===== src/rtl/render_pkg.sv =====
// Shared constants and FSM encoding for the frame-synchronous matrix update sequencer.
package render_pkg;

    localparam int unsigned MTRX_W   = 336;
    localparam int unsigned ST_W     = 4;
    localparam logic [9:0]  V_ACTIVE = 10'd480;
    localparam int unsigned NORM_LAT = 4;
    localparam int unsigned FCNT_W   = 16;
    localparam int unsigned CNT_W    = $clog2(NORM_LAT + 1);

    typedef enum logic [1:0] {
        IDLE   = 2'd0,
        COMMIT = 2'd1,
        SETTLE = 2'd2
    } seq_state_e;

endpackage


===== src/rtl/render_frame_sequencer_if.sv =====
// Host-side update handshake: the host offers a matrix/state pair, the sequencer acks its capture.
interface render_frame_sequencer_if;
    import render_pkg::*;

    logic              upd_req;
    logic [MTRX_W-1:0] mtrx_wr;
    logic [ST_W-1:0]   state_wr;
    logic              upd_ack;

    modport master (output upd_req, mtrx_wr, state_wr, input  upd_ack);
    modport slave  (input  upd_req, mtrx_wr, state_wr, output upd_ack);

endinterface


===== src/rtl/vblank_edge_det.sv =====
// Flags the single cycle in which the line counter first reaches the blanking line.
module vblank_edge_det
    import render_pkg::*;
(
    input  logic       clk,
    input  logic       rst_n,
    input  logic [9:0] v_cnt,
    output logic       vblank_edge
);

    logic [9:0] v_cnt_q;

    // NOTE: sequential state is written with <= so every flop samples pre-edge values.
    always_ff @(posedge clk or negedge rst_n) begin
        if (!rst_n) v_cnt_q <= '0;
        else        v_cnt_q <= v_cnt;
    end

    assign vblank_edge = (v_cnt == V_ACTIVE) && (v_cnt_q != V_ACTIVE);

endmodule


===== src/rtl/render_frame_sequencer.sv =====
// Buffers host matrix updates and commits them to the vertex datapath only at vblank entry,
// masking geom_valid while the datapath settles.
module render_frame_sequencer
    import render_pkg::*;
(
    input  logic                     CLK,
    input  logic                     rst_n,
    render_frame_sequencer_if.slave  host,
    input  logic [9:0]               v_cnt,
    output logic [MTRX_W-1:0]        mtrx_out,
    output logic [ST_W-1:0]          state_out,
    output logic                     geom_valid,
    output logic                     commit_pulse,
    output logic                     pending,
    output logic [FCNT_W-1:0]        frame_cnt,
    output logic [7:0]               overrun_cnt
);

    logic vblank_edge;

    vblank_edge_det u_vblank_edge_det (
        .clk         (CLK),
        .rst_n       (rst_n),
        .v_cnt       (v_cnt),
        .vblank_edge (vblank_edge)
    );

    seq_state_e        state_q, state_d;
    logic [CNT_W-1:0]  cnt_q, cnt_d;
    logic [MTRX_W-1:0] buf_mtrx_q, buf_mtrx_d;
    logic [ST_W-1:0]   buf_state_q, buf_state_d;
    logic [MTRX_W-1:0] mtrx_out_q, mtrx_out_d;
    logic [ST_W-1:0]   state_out_q, state_out_d;
    logic              geom_valid_q, geom_valid_d;
    logic              commit_pulse_q, commit_pulse_d;
    logic              pending_q, pending_d;
    logic              upd_ack_q, upd_ack_d;
    logic [FCNT_W-1:0] frame_cnt_q, frame_cnt_d;
    logic [7:0]        overrun_cnt_q, overrun_cnt_d;

    logic capture;
    logic commit_now;

    // A held request is only re-sampled once the previous ack has been seen.
    assign capture    = host.upd_req && !upd_ack_q;
    assign commit_now = vblank_edge && pending_q;

    always_comb begin
        // NOTE: every _d starts from a default so no branch can leave it unassigned and infer a latch.
        state_d        = state_q;
        cnt_d          = cnt_q;
        buf_mtrx_d     = buf_mtrx_q;
        buf_state_d    = buf_state_q;
        mtrx_out_d     = mtrx_out_q;
        state_out_d    = state_out_q;
        commit_pulse_d = 1'b0;
        pending_d      = pending_q;
        upd_ack_d      = capture;
        frame_cnt_d    = frame_cnt_q;
        overrun_cnt_d  = overrun_cnt_q;

        if (capture) begin
            buf_mtrx_d  = host.mtrx_wr;
            buf_state_d = host.state_wr;
        end

        // The commit drains the pre-edge buffer, so a same-cycle capture stays pending and is no overrun.
        if (commit_now) pending_d = 1'b0;
        if (capture)    pending_d = 1'b1;
        if (capture && pending_q && !commit_now && (overrun_cnt_q != 8'hFF))
            overrun_cnt_d = overrun_cnt_q + 8'd1;

        if (vblank_edge) frame_cnt_d = frame_cnt_q + FCNT_W'(1);

        unique case (state_q)
            IDLE:   ;
            COMMIT: begin
                state_d = SETTLE;
                cnt_d   = CNT_W'(NORM_LAT);
            end
            SETTLE: begin
                cnt_d = cnt_q - CNT_W'(1);
                if (cnt_d == '0) state_d = IDLE;
            end
            default: state_d = IDLE;
        endcase

        if (commit_now) begin
            state_d        = COMMIT;
            mtrx_out_d     = buf_mtrx_q;
            state_out_d    = buf_state_q;
            commit_pulse_d = 1'b1;
        end

        geom_valid_d = (state_d == IDLE);
    end

    always_ff @(posedge CLK or negedge rst_n) begin
        if (!rst_n) begin
            state_q        <= SETTLE;
            cnt_q          <= CNT_W'(NORM_LAT);
            mtrx_out_q     <= '0;
            state_out_q    <= '0;
            geom_valid_q   <= 1'b0;
            commit_pulse_q <= 1'b0;
            pending_q      <= 1'b0;
            upd_ack_q      <= 1'b0;
            frame_cnt_q    <= '0;
            overrun_cnt_q  <= '0;
        end else begin
            state_q        <= state_d;
            cnt_q          <= cnt_d;
            mtrx_out_q     <= mtrx_out_d;
            state_out_q    <= state_out_d;
            geom_valid_q   <= geom_valid_d;
            commit_pulse_q <= commit_pulse_d;
            pending_q      <= pending_d;
            upd_ack_q      <= upd_ack_d;
            frame_cnt_q    <= frame_cnt_d;
            overrun_cnt_q  <= overrun_cnt_d;
        end
    end

    // NOTE: the pending buffer is deliberately unreset; it is only read once pending_q marks it valid.
    always_ff @(posedge CLK) begin
        buf_mtrx_q  <= buf_mtrx_d;
        buf_state_q <= buf_state_d;
    end

    assign host.upd_ack = upd_ack_q;
    assign mtrx_out     = mtrx_out_q;
    assign state_out    = state_out_q;
    assign geom_valid   = geom_valid_q;
    assign commit_pulse = commit_pulse_q;
    assign pending      = pending_q;
    assign frame_cnt    = frame_cnt_q;
    assign overrun_cnt  = overrun_cnt_q;

endmodule


===== src/flat_wrapper.sv =====
// flat-port wrapper written by rule: the top's interface ports become plain ports
module render_frame_sequencer_flat import render_pkg::*;
  (CLK, rst_n, v_cnt, mtrx_out, state_out, geom_valid, commit_pulse, pending, frame_cnt, overrun_cnt, host_upd_req, host_mtrx_wr, host_state_wr, host_upd_ack);
  render_frame_sequencer_if host_i ();
  input  logic CLK;
  input  logic rst_n;
  input  logic [9:0] v_cnt;
  output logic [MTRX_W-1:0] mtrx_out;
  output logic [ST_W-1:0] state_out;
  output logic geom_valid;
  output logic commit_pulse;
  output logic pending;
  output logic [FCNT_W-1:0] frame_cnt;
  output logic [7:0] overrun_cnt;
  input wire logic [$bits(host_i.upd_req)-1:0] host_upd_req;
  input wire logic [$bits(host_i.mtrx_wr)-1:0] host_mtrx_wr;
  input wire logic [$bits(host_i.state_wr)-1:0] host_state_wr;
  output wire logic [$bits(host_i.upd_ack)-1:0] host_upd_ack;
  assign host_i.upd_req = host_upd_req;
  assign host_i.mtrx_wr = host_mtrx_wr;
  assign host_i.state_wr = host_state_wr;
  assign host_upd_ack = host_i.upd_ack;
  render_frame_sequencer u_core (.CLK(CLK), .rst_n(rst_n), .host(host_i), .v_cnt(v_cnt), .mtrx_out(mtrx_out), .state_out(state_out), .geom_valid(geom_valid), .commit_pulse(commit_pulse), .pending(pending), .frame_cnt(frame_cnt), .overrun_cnt(overrun_cnt));
endmodule

===== config.mk =====
export PLATFORM = sky130hd
export DESIGN_NAME = render_frame_sequencer_flat
export DESIGN_NICKNAME = d
export VERILOG_FILES = /design/src/rtl/render_pkg.sv /design/src/rtl/render_frame_sequencer_if.sv /design/src/rtl/vblank_edge_det.sv /design/src/rtl/render_frame_sequencer.sv /design/src/flat_wrapper.sv
export SDC_FILE = /design/constraint.sdc
export NUM_CORES = 1
export LEC_CHECK = 0
export CAP_MARGIN = 20
export CORE_AREA = 2 2 283 285
export DETAILED_ROUTE_END_ITERATION = 10
export DIE_AREA = 0 0 285 287
export PLACE_DENSITY = 0.61
export SLEW_MARGIN = 10
export SYNTH_ARGS = -nofsm -noshare
export SYNTH_HDL_FRONTEND = slang
export SYNTH_HIERARCHICAL = 1
export SYNTH_SLANG_ARGS = --single-unit

===== constraint.sdc =====
create_clock -name CLK -period 46.4 [get_ports CLK]
set_input_delay 9.28 -clock CLK [delete_from_list [all_inputs] [get_ports CLK]]
set_output_delay 9.28 -clock CLK [all_outputs]
set_load 0.02 [all_outputs]

# Yosys cells after proc, flatten, opt, wreduce, memory -nomap -nowiden
# Cells that the tools add are included.
op_classes:
  n_reduce_logical: 13
  eq_ne: 5
  n_mux: 7
  addsub: 3
op_table:
  columns: ["cell", "n"]
  rows:
  - ["$add A16 B1 Y16 const B", 1]
  - ["$eq A10 B9 Y1 const B", 1]
  - ["$ne A10 B9 Y1 const B", 1]
  - ["$add A8 B1 Y8 const B", 1]
  - ["$ne A8 B8 Y1 const B", 1]
  - ["$logic_and A1 B1 Y1", 6]
  - ["$pmux W2 S3", 1]
  - ["$pmux W3 S2", 1]
  - ["$logic_not A2 Y1", 2]
  - ["$mux W2", 2]
  - ["$reduce_bool A2 Y1", 2]
  - ["$logic_not A3 Y1", 1]
  - ["$mux W1", 3]
  - ["$sub A3 B1 Y3 const B", 1]
  - ["$eq A2 B1 Y1 const B", 1]
  - ["$eq A2 B2 Y1 const B", 1]
  - ["$logic_not A1 Y1", 2]
word_totals:
  out_inout_bits: 368
  wordCells: 41
  ff_bits: 723
  input_bits: 353

# Depth between registers and ports, before layout
# Gate-level depths: netlist of the first run.
logic_depth:
  word_depth: 6
  mapped_depth: 10

# Cells and area by module
# Netlist of the first run, hierarchy kept.
modules_own_cells:
  columns: ["module", "instances", "cells_each", "seq_area_each_um2", "area_each_um2"]
  rows:
  - ["render_frame_sequencer", 1, 1908, 19546.2, 24385.9]
  - ["vblank_edge_det", 1, 17, 250.2, 309.0]

# Worst setup path before layout of the first run
# Ideal clock, no wire load.
synth_path:
  path_kind: "input port to flip-flop"
  start: "in host_upd_req"
  end: "reg u_core.upd_ack_q, in the netlist u_core/host.upd_ack"
  arrival_time_ns: 23.941
  path_buffers: 0
  required_time_ns: 44.735
  path_slack_ns: 20.794
  cell_stages: 1
  cell_sequence: "nor2b_1"
synth_via:
  elab_chain_cells: 1
synth_rtl:
  columns: ["item", "line", "source"]
  rows:
  - ["start: declaration", "flat_wrapper.sv:15", "input wire logic [$bits(host_i.upd_req)-1:0] host_upd_req;"]
  - ["$logic_and A1 B1 Y1", "render_frame_sequencer.sv:45", "assign capture = host.upd_req && !upd_ack_q;"]
  - ["end signal: assignment", "render_frame_sequencer.sv:118", "upd_ack_q <= upd_ack_d;"]
  - ["end: declaration", "render_frame_sequencer.sv:37", "logic upd_ack_q, upd_ack_d;"]
# Every way passes these cells.
# A chain may end at the register's enable or synchronous reset.

# Worst setup path after layout of the first run
layout_path:
  start: "in v_cnt[1]"
  end: "reg u_core.mtrx_out_q[102], in the netlist u_core/mtrx_out[102]"
layout_via:
  elab_chain_cells: 3
layout_rtl:
  columns: ["item", "line", "source"]
  rows:
  - ["start: declaration", "flat_wrapper.sv:7", "input logic [9:0] v_cnt;"]
  - ["$eq A10 B9 Y1", "vblank_edge_det.sv:19", "assign vblank_edge = (v_cnt == V_ACTIVE) && (v_cnt_q != V_ACTIVE);"]
  - ["$logic_and A1 B1 Y1", "vblank_edge_det.sv:19", null]
  - ["via u_core.vblank_edge", "render_frame_sequencer.sv:19", "logic vblank_edge;"]
  - ["$logic_and A1 B1 Y1", "render_frame_sequencer.sv:46", "assign commit_now = vblank_edge && pending_q;"]
  - ["end signal: assignment", "render_frame_sequencer.sv:113", "mtrx_out_q <= mtrx_out_d;"]
  - ["end: declaration", "render_frame_sequencer.sv:32", "logic [MTRX_W-1:0] mtrx_out_q, mtrx_out_d;"]
# The timed path passes the listed nets, and every way through them passes these cells.

==> results.yml, run 1 <==
timing:
  slew_violations: 0
  hold_slack_ps: 428.7
  setup_viol: 0
  finalCritPeriodShare_pct: 26.93
  max_freq_ghz: 0.08002
  fin_tns_setup_ps: 0
  fin_crit_ps: 12500
  hold_viol: 0
  rsz0062_at_grt: "false"
  max_slew_margin_pct: 16.12
  worst_slew_pin_slew_ps: 1258
  skew_ps: 20.39
clock_network:
  cts_hold_buf: 0
  cts_setup_buffers: 0
  cts_resized: 0
  root_buffer: "clkbuf_16"
  htreeDepth: 3
  path_clk_slew_ps: 60
  clkLatencyLatePin_ps: 610
  cts_buffers: 80
  clock_path_buffers: 3
  tritoncts: "yes"
  cts_num_sinks: 723
final_layout:
  multi_input_area_mm2: 0.004551
  nets: 3024
  final_util_pct: 45.54
  final_layout_size_suffix_gt1_share_pct: 5.564
  n_fill_cell: 7068
  final-seq-area_mm2: 0.01980
  syn_to_final_growth_pct: 44.97
logic_synthesis:
  synth_most_common_cell: "nand2_1"
  synth_warnings: 6
  netlist_area_mm2: 0.02469
  synth_edf_count: 340
  ys_ff_latch: 723
  synth_top_area_share_pct: 41.34
  synth_common_cells: "1036 x nand2_1, 381 x dfrtp_1, 340 x edfxtp_1, 35 x buf_2, 31 x clkbuf_1"
  syn_inst: 1925
  synth_cell_types: 38
  synth.avg_cell_area_um2: 12.83
  yosys.area.top_type: "edfxtp_1"
  yosys_most_used_dff: "dfrtp_1"
  async_flop_share_pct: 52.97
  yosysSeqAreaShare_pct: 80.16
  synth_nets: 2285
  yosys-top-cells-area: "edfxtp_1 41%, dfrtp_1 39%, nand2_1 16%"
pwr:
  power_mw: 1.456
  p_per_area_mw_per_mm2: 40.67
  peakVddDrop_v: 0.00002684
  leakagePower_nw: 15.70
critical_path:
  critPathLaunchType: "primary input"
  critical_path_required_ps: 46930
  timing.rr.end: "u_core/geom_valid"
  arrival_ps: 13030
  cp-end-kind: "flip-flop"
  worstRegToRegCells: 7
  crit_type: "in2reg"
  path_max_fanout: 170
  r2r_setup_slack_ps: 42910
  r2r_start: "u_core/u_vblank_edge_det/v_cnt_q[9]"
outcome:
  status: "complete, no violations"
global_routing:
  track_usage_pct: 16.45
  grt_pass1_wl_mm: 103.8
  grt_pass1_vias: 17550
  antenna_found_initial: 14
  grt_max_degree: 192
  overflow: 0
drt:
  wirelength_mm: 68.68
  dr.pass1.iters: 4
  drt_first_iter_violations: 714
  ant_nets: 0
  via_count: 16571
  viasPerCell: 4.372
  drc: 0
  detail_route.wl_per_cell_um: 18.12
run:
  maxCapViolCount: 0
worst_hold_path:
  hp-start: "u_core/buf_mtrx_q[88]"
  holdPathEnd: "u_core/mtrx_out[88]"
  min_path_type: "reg2reg"
  holdPathStages: 2
floorplanning:
  start_util_pct: 31.41
  fp.dieH_um: 287
  die_w_um: 285
  rows: 103
  dieArea_mm2: 0.08180
  io_pins: 721
  core_mm2: 0.07861
placement:
  gp_congestion: 0.8316
  dp_hpwl_mm: 46.12
  port_buffers: 720
-- kinds of logic after synthesis --
family | share of synthesized area (%)
adders and majority gates | 0.3546
DFF | 80.16
and+or+nand+nor | 16.81
AOI/OAI and AO/OA | 0.3496
xor gates and xnor gates | 0.8107
muxes | 0.04560
buffers and inverters | 1.469
-- where the power goes --
group | internal, mW | total (mW) | switching (mW)
Clock | 0.382 | 0.642 | 0.260
Sequential | 0.704 | 0.718 | 0.0133
Combinational | 0.0491 | 0.0959 | 0.0467
Total | 1.14 | 1.46 | 0.320
-- how the worst max path moves through the flow --
stage	from	end	slack, ps	depth (start not counted)
3_3_place_gp	v_cnt[1]	u_core/mtrx_out[330]	33330	9
3_5_place_dp	v_cnt[1]	u_core/mtrx_out[330]	33300	9
5_1_grt	v_cnt[1]	u_core/mtrx_out[99]	33620	9
4_1_cts	v_cnt[1]	u_core/mtrx_out[100]	33970	9
6_report	v_cnt[1]	u_core/mtrx_out[102]	33900	9
2_1_floorplan	host_upd_req	u_core/host.upd_ack	20790	1
-- critical path, stage by stage --
cell	delay, ps
clkdlybuf4s50_1	450
nor4_2	290
nand4b_1	120
a21oi_1	710
nand2_4	140
inv_8	740
buf_4	890
nand2_1	140
nand2_1	110
-- registers in the layout, summed over array words and instances, names as in the netlist --
register and count:
u_core/buf_state_q 4, u_core/u_vblank_edge_det/v_cnt_q 10, u_core/state_q 2, u_core/mtrx_out 336, u_core/state_out 4, u_core/geom_valid 1, u_core/overrun_cnt 8, u_core/host.upd_ack 1
u_core/cnt_q 3, u_core/pending 1, u_core/buf_mtrx_q 336, u_core/commit_pulse 1, u_core/frame_cnt 16
-- layout by cell type (no fill, tap or decap), drive strengths merged, types with 8 or more instances in the layout --
cell / synthesis / layout
diode: 0 / 8
inv: 8 / 14
nand2: 1036 / 1036
clkinv: 0 / 19
xor2: 8 / 8
clkdlybuf4s50: 0 / 719
edfxtp: 340 / 340
dfrtp: 381 / 381
nand3: 9 / 9
buf: 44 / 13
xnor2: 14 / 14
clkbuf: 31 / 119
-- stage by stage --
| step | setup WS [ps] | instances | instance area [um2] |
|---|---|---|---|
| 2_1_floorplan | 20790 | 1925 | 24690 |
| 3_3_place_gp | 33330 | 3632 | 33040 |
| 3_5_place_dp | 33300 | 3632 | 33040 |
| 4_1_cts | 33970 | 3782 | 35780 |
| 5_1_grt | 33620 | 3790 | 35800 |
| 6_report | 33900 | 3790 | 35800 |
-- routing by layer --
layer / global-route usage, % / wire (um) / vias to the layer above
met3: 5.794 / 5721 / 143
met2: 27.63 / 34020 / 576
met1: 19.04 / 26210 / 8132
met5: 0 / 84 / -
met4: 7.147 / 2646 / 12
li1: - / - / 7708
-- final cells by class --
type | count | area share [%]
clock inverters | 31 | 1.010
clock buffers | 119 | 6.651
flip-flops and latches | 723 | 55.30
well taps | 1050 | 3.670
inverters | 8 | 0.1048
diodes | 8 | 0.05592
multi-input cells | 1119 | 12.71
repair buffers | 732 | 20.50
No activity file was read; power rests on OpenSTA's default activity.
==> inputs of run 2 (changes only) <==
Settings changed: PLACE_DENSITY 0.61 to 0.63.
Clock period 46.4 ns to 10.9 ns, I/O delays scaled along.
==> run 2 against run 1 <==
Via count increased by 0.62%; sequential share of layout area is 0.056 points lower; count of clock-buffer cells in the layout down 11; register-to-register slack lost 36000 ps; sequential cell count did not move; design area grew 0.10%; non-clock buffer count down 1; critical path depth stayed put; core utilization about the same; power increased to 4.3 times the previous value; first-iteration DRC count rose by 41%; largest power group unchanged.
==> results.yml, run 2 (synthesized netlist as in run 1, its figures left out) <==
outcome:
  status: "complete, no violations"
drt:
  detail_route.wl_per_cell_um: 18.42
  dr.pass1.iters: 5
  viasPerCell: 4.403
  drc: 0
  drt_first_iter_violations: 1006
  via_count: 16673
  ant_nets: 0
  wirelength_mm: 69.76
critical_path:
  cp_common_cell: "nand2_1"
  crit_path_max_incr_delay_ps: 750
  critPathTopFamily: "buffers and inverters"
  critical_path_required_ps: 11440
  slowest_stage: "a21oi_1"
  crit_chain: "clkdlybuf4s50_1, nor4_2, nand4b_1, a21oi_1, nand2_4, inv_8, buf_12, nand2_1, nand2_1"
  crit_type: "in2reg"
  cp-end-kind: "flip-flop"
  critPathLaunchType: "primary input"
  path_max_fanout: 212
  arrival_ps: 6560
  crit_buf_inv: 3
placement:
  port_buffers: 720
  gp_congestion: 0.8912
  dp_hpwl_mm: 46.21
  dp_cells: 3631
floorplanning:
  start_util_pct: 31.41
  io_pins: 721
  dieArea_mm2: 0.08180
  die_w_um: 285
  fp.dieH_um: 287
  core_mm2: 0.07861
  rows: 103
global_routing:
  track_usage_pct: 16.68
  grt_pass1_wl_mm: 105.5
  grt_pass1_vias: 17672
  grt_max_degree: 213
  overflow: 0
  antenna_found_initial: 12
clock_network:
  tritoncts: "yes"
  root_buffer: "clkbuf_16"
  cts_resized: 0
  cts_buffers: 81
  path_clk_slew_ps: 60
  cts_num_sinks: 723
  htreeDepth: 3
  clkLatencyLatePin_ps: 620
  cts_hold_buf: 0
  cts_setup_buffers: 0
  clock_path_buffers: 3
final_layout:
  fin_cells: 3787
  final_util_pct: 45.59
  final_layout_size_suffix_gt1_share_pct: 5.495
  syn_to_final_growth_pct: 45.12
  final_cell_mix: "1035 x nand2_1, 719 x clkdlybuf4s50_1, 381 x dfrtp_1"
  nets: 3024
  n_fill_cell: 7020
  final_common_cell: "nand2_1"
pwr:
  p_seq_share_pct: 48.7
  peakVddDrop_v: 0.0001628
  power_mw: 6.272
  switching_power_mw: 1.381
  leakagePower_nw: 15.70
  p_sw_share_pct: 22.02
  p_per_area_mw_per_mm2: 175.0
  intPower_mw: 4.891
  p_comb_share_pct: 6.5
  clkPwrFrac_pct: 44.8
timing:
  hold_slack_ps: 433.2
  skew_ps: 22.82
  max_slew_margin_pct: 4.818
  fin_crit_ps: 6020
  setup_viol: 0
  slew_violations: 0
  hold_viol: 0
  rsz0062_at_grt: "false"
  fin_tns_setup_ps: 0
  worst_slew_pin_slew_ps: 1428
  max_freq_ghz: 0.1661
  finalCritPeriodShare_pct: 55.23
run:
  maxCapViolCount: 0
worst_hold_path:
  min_path_type: "reg2reg"
-- run 2: cell types whose count changed in the layout (fill, tap and decap cells not counted), sizes merged --
cell,delta
clkinvlp,+2
clkbuf,-11
diode,-1
buf,-1
clkinv,+3
bufinv,+5
-- run 2: cell type report --
| class | count | area, um2 | area share, % |
|---|---|---|---|
| sequential | 723 | 19800 | 55.24 |
| timing repair buffer | 731 | 7357 | 20.53 |
| multi-input combinational | 1119 | 4551 | 12.70 |
| clock buffer | 108 | 2260 | 6.305 |
| tap | 1050 | 1314 | 3.666 |
| clock inverter | 41 | 504.2 | 1.407 |
| inverter | 8 | 37.54 | 0.1047 |
| antenna | 7 | 17.52 | 0.04888 |
-- run 2: worst min-delay path: stages, from the launching register on --
cell      delay (ps)
edfxtp_1         310
nand2_1           40
nand2_1           50
-- run 2: power groups by stage --
stage,Clock (mW),Sequential [mW],Combinational (mW)
final,2.81,3.06,0.406
after global routing,3.01,3.07,0.438
after CTS,2.90,3.06,0.415
after detailed placement,0,3.11,0.413
after global placement,0,3.10,0.404
after floorplan,0,3.16,0.0723
-- run 2: final timing paths --
path,start,to,slack [ps],cells after the start
worst max-delay path,v_cnt[1],u_core/mtrx_out[57],4880,9
worst min-delay path,u_core/buf_mtrx_q[239],u_core/mtrx_out[239],430,2
worst max register to register,u_core/u_vblank_edge_det/v_cnt_q[7],u_core/mtrx_out[57],6820,8
worst min register to register,u_core/buf_mtrx_q[239],u_core/mtrx_out[239],430,2
max in group asynchronous,rst_n,u_core/mtrx_out[231],7420,3
min in group asynchronous,rst_n,u_core/mtrx_out[145],1500,1
-- run 2: layer usage --
metal	global-route usage (%)	share of wire [%]	vias up
met2	28.02	49	659
met1	19.03	37	8125
li1	-	-	7715
met5	0	0.075	-
met4	7.919	4.5	8
met3	5.913	9.2	166
-- run 2: stage by stage --
| stage | instance area (um2) | setup slack (ps) |
|---|---|---|
| 2_1_floorplan | 24700 | 3140 |
| 3_3_place_gp | 33060 | 4694 |
| 3_5_place_dp | 33060 | 4480 |
| 4_1_cts | 35820 | 5159 |
| 5_1_grt | 35830 | 4850 |
| 6_report | 35840 | 4880 |
